`config.mk`:
```
export PLATFORM = sky130hd
export DESIGN_NAME = branch_predictor
export DESIGN_NICKNAME = d
export VERILOG_FILES = /design/src/rtl/branch_predictor_pkg.sv /design/src/rtl/branch_predictor_sat_counter2.sv /design/src/rtl/branch_predictor.sv
export SDC_FILE = /design/constraint.sdc
export NUM_CORES = 2
export LEC_CHECK = 0
export CAP_MARGIN = 20
export CORE_ASPECT_RATIO = 1.1
export CORE_UTILIZATION = 62
export DETAILED_ROUTE_END_ITERATION = 8
export GPL_ROUTABILITY_DRIVEN = 0
export PLACE_DENSITY = 0.8
export SLEW_MARGIN = 5
export SYNTH_ARGS = -nofsm -noshare
export SYNTH_HDL_FRONTEND = slang
export SYNTH_SLANG_ARGS = --single-unit
```
`constraint.sdc`:
```
create_clock -name clk_i -period 7.6 [get_ports clk_i]
set_clock_uncertainty 0.1 [all_clocks]
set_input_delay 0.76 -clock clk_i [delete_from_list [all_inputs] [get_ports clk_i]]
set_output_delay 0.76 -clock clk_i [all_outputs]
set_load 0.01 [all_outputs]
```
`src/rtl/branch_predictor_pkg.sv`:
```
// ---------------------------------------------------------------------------
// branch_predictor_pkg
// Shared definitions for the branch predictor:
//   - default BTB / PHT table sizes
//   - 2-bit saturating counter encoding (SNT/WNT/WT/ST)
//   - helper that reads the taken/not-taken decision out of a counter
// No ports; imported by branch_predictor and sat_counter2.
// ---------------------------------------------------------------------------
package branch_predictor_pkg;

    localparam int DEFAULT_BTB_ENTRIES = 16;
    localparam int DEFAULT_PHT_ENTRIES = 64;

    typedef enum logic [1:0] {
        CNT_SNT = 2'b00,   // strongly not-taken
        CNT_WNT = 2'b01,   // weakly not-taken (reset value)
        CNT_WT  = 2'b10,   // weakly taken
        CNT_ST  = 2'b11    // strongly taken
    } cnt2_e;

    // The MSB of the counter is the direction decision.
    function automatic logic cnt_predicts_taken(input cnt2_e cnt);
        return cnt[1];
    endfunction

endpackage : branch_predictor_pkg

```
`src/rtl/branch_predictor_sat_counter2.sv`:
```
// ---------------------------------------------------------------------------
// sat_counter2
// Purely combinational next-state function of a 2-bit saturating counter.
// Ports:
//   cnt_i  - current counter value
//   inc_i  - 1: count towards ST (saturate at 11), 0: count towards SNT
//            (saturate at 00)
//   cnt_o  - next counter value
// ---------------------------------------------------------------------------
module sat_counter2
    import branch_predictor_pkg::*;
(
    input  cnt2_e cnt_i,
    input  logic  inc_i,
    output cnt2_e cnt_o
);

    always_comb begin
        cnt_o = cnt_i;
        if (inc_i) begin
            if (cnt_i != CNT_ST) begin
                cnt_o = cnt2_e'(cnt_i + 2'd1);
            end
        end else begin
            if (cnt_i != CNT_SNT) begin
                cnt_o = cnt2_e'(cnt_i - 2'd1);
            end
        end
    end

endmodule : sat_counter2

```
`src/rtl/branch_predictor.sv`:
```
// ---------------------------------------------------------------------------
// branch_predictor
// Two-slot fetch branch predictor: a direct-mapped BTB (valid/tag/target)
// plus a PHT of 2-bit saturating counters. Lookup is combinational on the
// current table contents; updates from execute are written on the clock
// edge and become visible to lookup on the following cycle.
//
// Ports:
//   clk_i          - clock, all state updates on rising edge
//   rst_i          - synchronous active-high reset
//   fetch_pc_i     - PC of fetch slot 0 (slot 1 is fetch_pc_i + 4)
//   pred_taken_o   - some slot of the fetch pair is predicted taken
//   pred_slot_o    - slot of the predicted-taken branch (0 if none)
//   pred_tgt_o     - predicted target (0 if none)
//   update_pht_i   - a branch/jump resolved in execute slot 0
//   update_btb_i   - write the BTB for that branch (only with update_pht_i)
//   upd_pc_i       - PC of the resolved instruction
//   corr_taken_i   - resolved direction
//   corr_tgt_i     - resolved target
//   wrong_pred_i   - resolved branch was mispredicted
//   mispred_cnt_o  - saturating misprediction counter
// ---------------------------------------------------------------------------
module branch_predictor
    import branch_predictor_pkg::*;
#(
    parameter int BTB_ENTRIES = DEFAULT_BTB_ENTRIES,
    parameter int PHT_ENTRIES = DEFAULT_PHT_ENTRIES
) (
    input  logic        clk_i,
    input  logic        rst_i,
    input  logic [31:0] fetch_pc_i,
    output logic        pred_taken_o,
    output logic        pred_slot_o,
    output logic [31:0] pred_tgt_o,
    input  logic        update_pht_i,
    input  logic        update_btb_i,
    input  logic [31:0] upd_pc_i,
    input  logic        corr_taken_i,
    input  logic [31:0] corr_tgt_i,
    input  logic        wrong_pred_i,
    output logic [31:0] mispred_cnt_o
);

    localparam int BI    = $clog2(BTB_ENTRIES);
    localparam int PI    = $clog2(PHT_ENTRIES);
    localparam int TAG_W = 30 - BI;   // pc[31:BI+2]

    // -----------------------------------------------------------------------
    // Table state
    // -----------------------------------------------------------------------
    logic              btb_valid_q [BTB_ENTRIES];
    logic              btb_valid_d [BTB_ENTRIES];
    logic [TAG_W-1:0]  btb_tag_q   [BTB_ENTRIES];
    logic [TAG_W-1:0]  btb_tag_d   [BTB_ENTRIES];
    logic [31:0]       btb_tgt_q   [BTB_ENTRIES];
    logic [31:0]       btb_tgt_d   [BTB_ENTRIES];
    cnt2_e             pht_q       [PHT_ENTRIES];
    cnt2_e             pht_d       [PHT_ENTRIES];
    logic [31:0]       mispred_cnt_q;
    logic [31:0]       mispred_cnt_d;

    // Byte-offset bits of a word-aligned PC carry no information.
    logic [3:0] unused_pc_bits;
    assign unused_pc_bits = {fetch_pc_i[1:0], upd_pc_i[1:0]};

    // -----------------------------------------------------------------------
    // Lookup: both fetch slots in parallel, working on word addresses so the
    // +4 for slot 1 becomes +1.
    // -----------------------------------------------------------------------
    logic [29:0] fetch_word;
    logic        slot_hit [2];
    logic [31:0] slot_tgt [2];

    assign fetch_word = fetch_pc_i[31:2];

    for (genvar gi = 0; gi < 2; gi++) begin : g_slot
        logic [29:0]      slot_word;
        logic [BI-1:0]    slot_btb_idx;
        logic [PI-1:0]    slot_pht_idx;
        logic [TAG_W-1:0] slot_tag;

        assign slot_word    = fetch_word + 30'(gi);
        assign slot_btb_idx = slot_word[BI-1:0];
        assign slot_pht_idx = slot_word[PI-1:0];
        assign slot_tag     = slot_word[29:BI];

        assign slot_hit[gi] = btb_valid_q[slot_btb_idx]
                           && (btb_tag_q[slot_btb_idx] == slot_tag)
                           && cnt_predicts_taken(pht_q[slot_pht_idx]);
        assign slot_tgt[gi] = btb_tgt_q[slot_btb_idx];
    end

    // Slot 0 wins when both slots hit; outputs are forced to 0 on no hit.
    always_comb begin
        pred_taken_o = 1'b0;
        pred_slot_o  = 1'b0;
        pred_tgt_o   = 32'd0;
        if (slot_hit[0]) begin
            pred_taken_o = 1'b1;
            pred_tgt_o   = slot_tgt[0];
        end else if (slot_hit[1]) begin
            pred_taken_o = 1'b1;
            pred_slot_o  = 1'b1;
            pred_tgt_o   = slot_tgt[1];
        end
    end

    // -----------------------------------------------------------------------
    // Update path
    // -----------------------------------------------------------------------
    logic [29:0]      upd_word;
    logic [BI-1:0]    upd_btb_idx;
    logic [PI-1:0]    upd_pht_idx;
    logic [TAG_W-1:0] upd_tag;
    logic             btb_we;
    cnt2_e            pht_cur;
    cnt2_e            pht_upd;

    assign upd_word    = upd_pc_i[31:2];
    assign upd_btb_idx = upd_word[BI-1:0];
    assign upd_pht_idx = upd_word[PI-1:0];
    assign upd_tag     = upd_word[29:BI];
    assign pht_cur     = pht_q[upd_pht_idx];

    // A BTB write is only meaningful for a resolved branch.
    assign btb_we = update_pht_i && update_btb_i;

    sat_counter2 u_sat_counter2 (
        .cnt_i (pht_cur),
        .inc_i (corr_taken_i),
        .cnt_o (pht_upd)
    );

    always_comb begin
        for (int i = 0; i < BTB_ENTRIES; i++) begin
            btb_valid_d[i] = btb_valid_q[i];
            btb_tag_d[i]   = btb_tag_q[i];
            btb_tgt_d[i]   = btb_tgt_q[i];
        end
        if (btb_we) begin
            btb_valid_d[upd_btb_idx] = 1'b1;
            btb_tag_d[upd_btb_idx]   = upd_tag;
            btb_tgt_d[upd_btb_idx]   = corr_tgt_i;
        end
    end

    always_comb begin
        for (int i = 0; i < PHT_ENTRIES; i++) begin
            pht_d[i] = pht_q[i];
        end
        if (update_pht_i) begin
            pht_d[upd_pht_idx] = pht_upd;
        end
    end

    always_comb begin
        mispred_cnt_d = mispred_cnt_q;
        if (update_pht_i && wrong_pred_i && (mispred_cnt_q != 32'hFFFF_FFFF)) begin
            mispred_cnt_d = mispred_cnt_q + 32'd1;
        end
    end

    // -----------------------------------------------------------------------
    // State registers. Only the valid bits need clearing; tag/target of an
    // invalid entry are never observed.
    // -----------------------------------------------------------------------
    always_ff @(posedge clk_i) begin
        if (rst_i) begin
            for (int i = 0; i < BTB_ENTRIES; i++) begin
                btb_valid_q[i] <= 1'b0;
            end
            for (int i = 0; i < PHT_ENTRIES; i++) begin
                pht_q[i] <= CNT_WNT;
            end
            mispred_cnt_q <= 32'd0;
        end else begin
            btb_valid_q   <= btb_valid_d;
            pht_q         <= pht_d;
            mispred_cnt_q <= mispred_cnt_d;
        end
    end

    always_ff @(posedge clk_i) begin
        btb_tag_q <= btb_tag_d;
        btb_tgt_q <= btb_tgt_d;
    end

    assign mispred_cnt_o = mispred_cnt_q;

endmodule : branch_predictor
```
==> results.yml <==
timing:
  slew_violations: 0
  setup_tns_ns: 0
  max-slew-margin-rel_pct: 18.59
  fmax_ghz: 0.1423
  setup_viol: 0
  rsz0062_at_grt: "no"
  finalCritPeriodShare_pct: 92.49
  fin_crit_ns: 7.029
  hold_viol: 0
  worstMarginPinSlew_ns: 1.212
place:
  dp.final_hpwl_um: 83750
  port_buffers: 163
  dp_cells: 4331
clock_network:
  insertion_delay_ns: 0.70
  clk_path_buf_depth: 3
  cts.sinks: 1104
  post-cts-setup-buffers: 0
  cts_made_buffers: 110
  clkSlewWorstSetupHoldPaths_ns: 0.06
  postCtsHoldBufs: 0
  cts_tree: "yes"
  cts_resized: 0
  cts_root_buffer: "clkbuf_16"
  htree_levels: 3
floorplanning:
  die-area_sq_mm: 0.08726
  core-area_sq_mm: 0.08506
  boundaryPins: 168
  fp.dieH_um: 309.7
  initial_core_util_pct: 62.75
  die-width_um: 281.7
  rows: 112
power_and_ir_drop:
  comb_power_share_pct: 9.9
  p_leak_nw: 18.93
  internal_power_mw: 10.26
  power.density_mw_per_mm2: 223.5
  seqPwrFrac_pct: 49.9
  vdd_drop_max_mv: 0.2207
  p_sw_mw: 3.102
  swShare_pct: 23.22
  power_frac_clock_pct: 40.2
finish:
  final_common_cell: "edfxtp_1"
  fill_cells: 5215
  syn2layout_area_growth_pct: 11.96
  layout_common_cells: "928 x edfxtp_1, 593 x mux4_2, 201 x nand2_1"
  instances_no_fill: 4543
  drive_above_1_share_pct: 26.24
  nNetsFinal: 3410
synthesis:
  syn-num-nets: 3287
  syn_area_sq_mm: 0.05337
  synthArstFlopShare_pct: 0
  syn_area_per_cell_sq_um: 16.77
  yosys-top-cells-area: "edfxtp_1 52%, mux4_2 25%, dfxtp_1 6.6%, mux2i_1 1.9%, nand2_1 1.4%"
  ys_seq_area_share_pct: 58.81
  synth_top_area_cell: "edfxtp_1"
  yosysWarnings: 0
  synth_cell_types: 70
  synth_flop_cell: "edfxtp_1"
  synth_seq_cells: 1104
  synth_top_area_share_pct: 52.21
  synth_cells: 3183
  synth-edff-count: 928
setup_path:
  crit_end: "pred_tgt_o[7]"
  rr_endpoint: "pht_q[54]"
  required_ns: 6.74
  startpoint: "fetch_pc_i[3]"
  crit_chain: "buf_8 > ha_4 > nor2b_1 > nand3_1 > a31oi_1 > xnor2_1 > o211ai_1 > nor4_1 > nand4_1 > buf_4 > o22ai_1 > clkdlybuf4s50_1"
  cp_num_cells: 12
  crit_slowest_cell: "ha_4"
  path_max_fanout: 63
  r2r-start: "pht_q[25]"
  critPathBufInv: 3
  crit_type: "in -> out"
  slowest_delay_ns: 0.96
  r2r_slack_ns: 4.08
  startpoint_type: "input port"
  rr_worst_depth: 7
  cp-end-kind: "output pin"
  cp_top_family: "simple AND/OR/NAND/NOR gates"
  cp.arrival_ns: 6.17
route:
  drtIter0Drc: 5014
  wl_per_cell_um: 31.85
  ant_nets: 0
  viasPerCell: 7.316
  num_vias: 33240
  drc: 0
  routed_wl_um: 144700
  drt_first_pass_iters: 6
global_routing:
  grt_max_degree: 113
  grt_first_pass_wirelength_um: 214700
  antenna_found_initial: 6
  grt_pass1_vias: 33990
  grt_overflow_total: 0
  grt_use_total_pct: 33.82
job:
  max-cap-violations: 0
outcome:
  status: "completed"
worst_hold_path:
  whs_path_depth: 2
  hold_path.class: "reg -> reg"
## cell usage after synthesis (68+ instances only)
library cell and count:
edfxtp_1 928, mux4_2 593, nand2_1 201, dfxtp_1 176, nor2_1 171, mux2i_1 102
clkbuf_1 101, a21oi_1 92, o21ai_0 85, nor3_1 83, buf_2 68, nand3b_1 68
## worst min path at each step
stage / startpoint / endpoint / slack [ns]
after floorplan: btb_valid_q[2] / btb_valid_q[2] / 0.35
after global routing: btb_valid_q[8] / btb_valid_q[8] / 0.43
after CTS: btb_valid_q[1] / btb_valid_q[1] / 0.41
after global placement: btb_valid_q[6] / btb_valid_q[6] / 0.36
final: btb_valid_q[8] / btb_valid_q[8] / 0.41
after detailed placement: btb_valid_q[2] / btb_valid_q[2] / 0.38
## sequential cells by signal, summed over array words and instances, names as in the netlist
| register | flops |
|---|---|
| btb_tag_q | 416 |
| btb_tgt_q | 512 |
| btb_valid_q | 16 |
| mispred_cnt_o | 32 |
| pht_q | 128 |
## area by class of cell
| type | count | area, sq um | area share (%) |
|---|---|---|---|
| diodes | 4 | 10.01 | 0.01675 |
| clock buffers | 150 | 3069 | 5.136 |
| clock inverters | 55 | 485.5 | 0.8124 |
| inverters | 50 | 187.7 | 0.3141 |
| multi-input cells | 1792 | 20730 | 34.70 |
| flip-flops and latches | 1104 | 31390 | 52.53 |
| well taps | 1140 | 1426 | 2.387 |
| repair buffers | 248 | 2451 | 4.102 |
## through the flow
step                instance area (sq um)  hold slack, ns  total power, mW  util, %  setup slack (ns)
floorplan                           53370          0.3501            7.670        -             1.070
global placement                    56050          0.3616            8.026    65.89            0.7406
detailed placement                  56120          0.3849            8.081    65.98            0.6701
CTS                                 59680          0.4050            13.37    70.16            0.6455
global route                        59750          0.4310            13.67    70.25            0.4107
finish                              59750          0.4084            13.36    70.25            0.5706
## per-layer routing
layer	global-route usage [%]	vias up	wire length, um
li1	-	13310	-
met1	45.85	17050	50830
met2	53.65	2441	70810
met3	6.966	435	17040
met4	15.08	4	5984
met5	0	-	28
## logic make-up (layout without fill, tap and decap cells)
family | count (synthesis) | in the layout | synth area share, %
and+or+nand+nor | 703 | 703 | 6.444
muxes | 703 | 703 | 27.16
DFF | 1104 | 1104 | 58.81
xor gates and xnor gates | 97 | 97 | 1.592
AOI/OAI and AO/OA | 286 | 286 | 3.261
buffers and inverters | 287 | 503 | 2.663
other | 0 | 4 | 0
adders and majority gates | 3 | 3 | 0.06563
## worst reg2reg max path: cells and delay by family (launching register included)
| kind | cells | cell delay, ns |
|---|---|---|
| multiplexers | 3 | 1.54 |
| AND/OR/NAND/NOR | 1 | 0.64 |
| adder cells (fa/ha/maj) | 1 | 0.39 |
| flip-flops | 1 | 0.34 |
| buffers and inverters | 1 | 0.26 |
| AO/OA/AOI/OAI | 1 | 0.11 |
## power by group through the flow
| stage | clock network [mW] | registers, mW | logic (mW) |
|---|---|---|---|
| 2_1_floorplan | 0 | 6.78 | 0.894 |
| 3_3_place_gp | 0 | 6.77 | 1.25 |
| 3_5_place_dp | 0 | 6.79 | 1.29 |
| 4_1_cts | 5.40 | 6.66 | 1.31 |
| 5_1_grt | 5.62 | 6.66 | 1.39 |
| 6_report | 5.37 | 6.66 | 1.33 |
(Power assumes the default switching activity.)
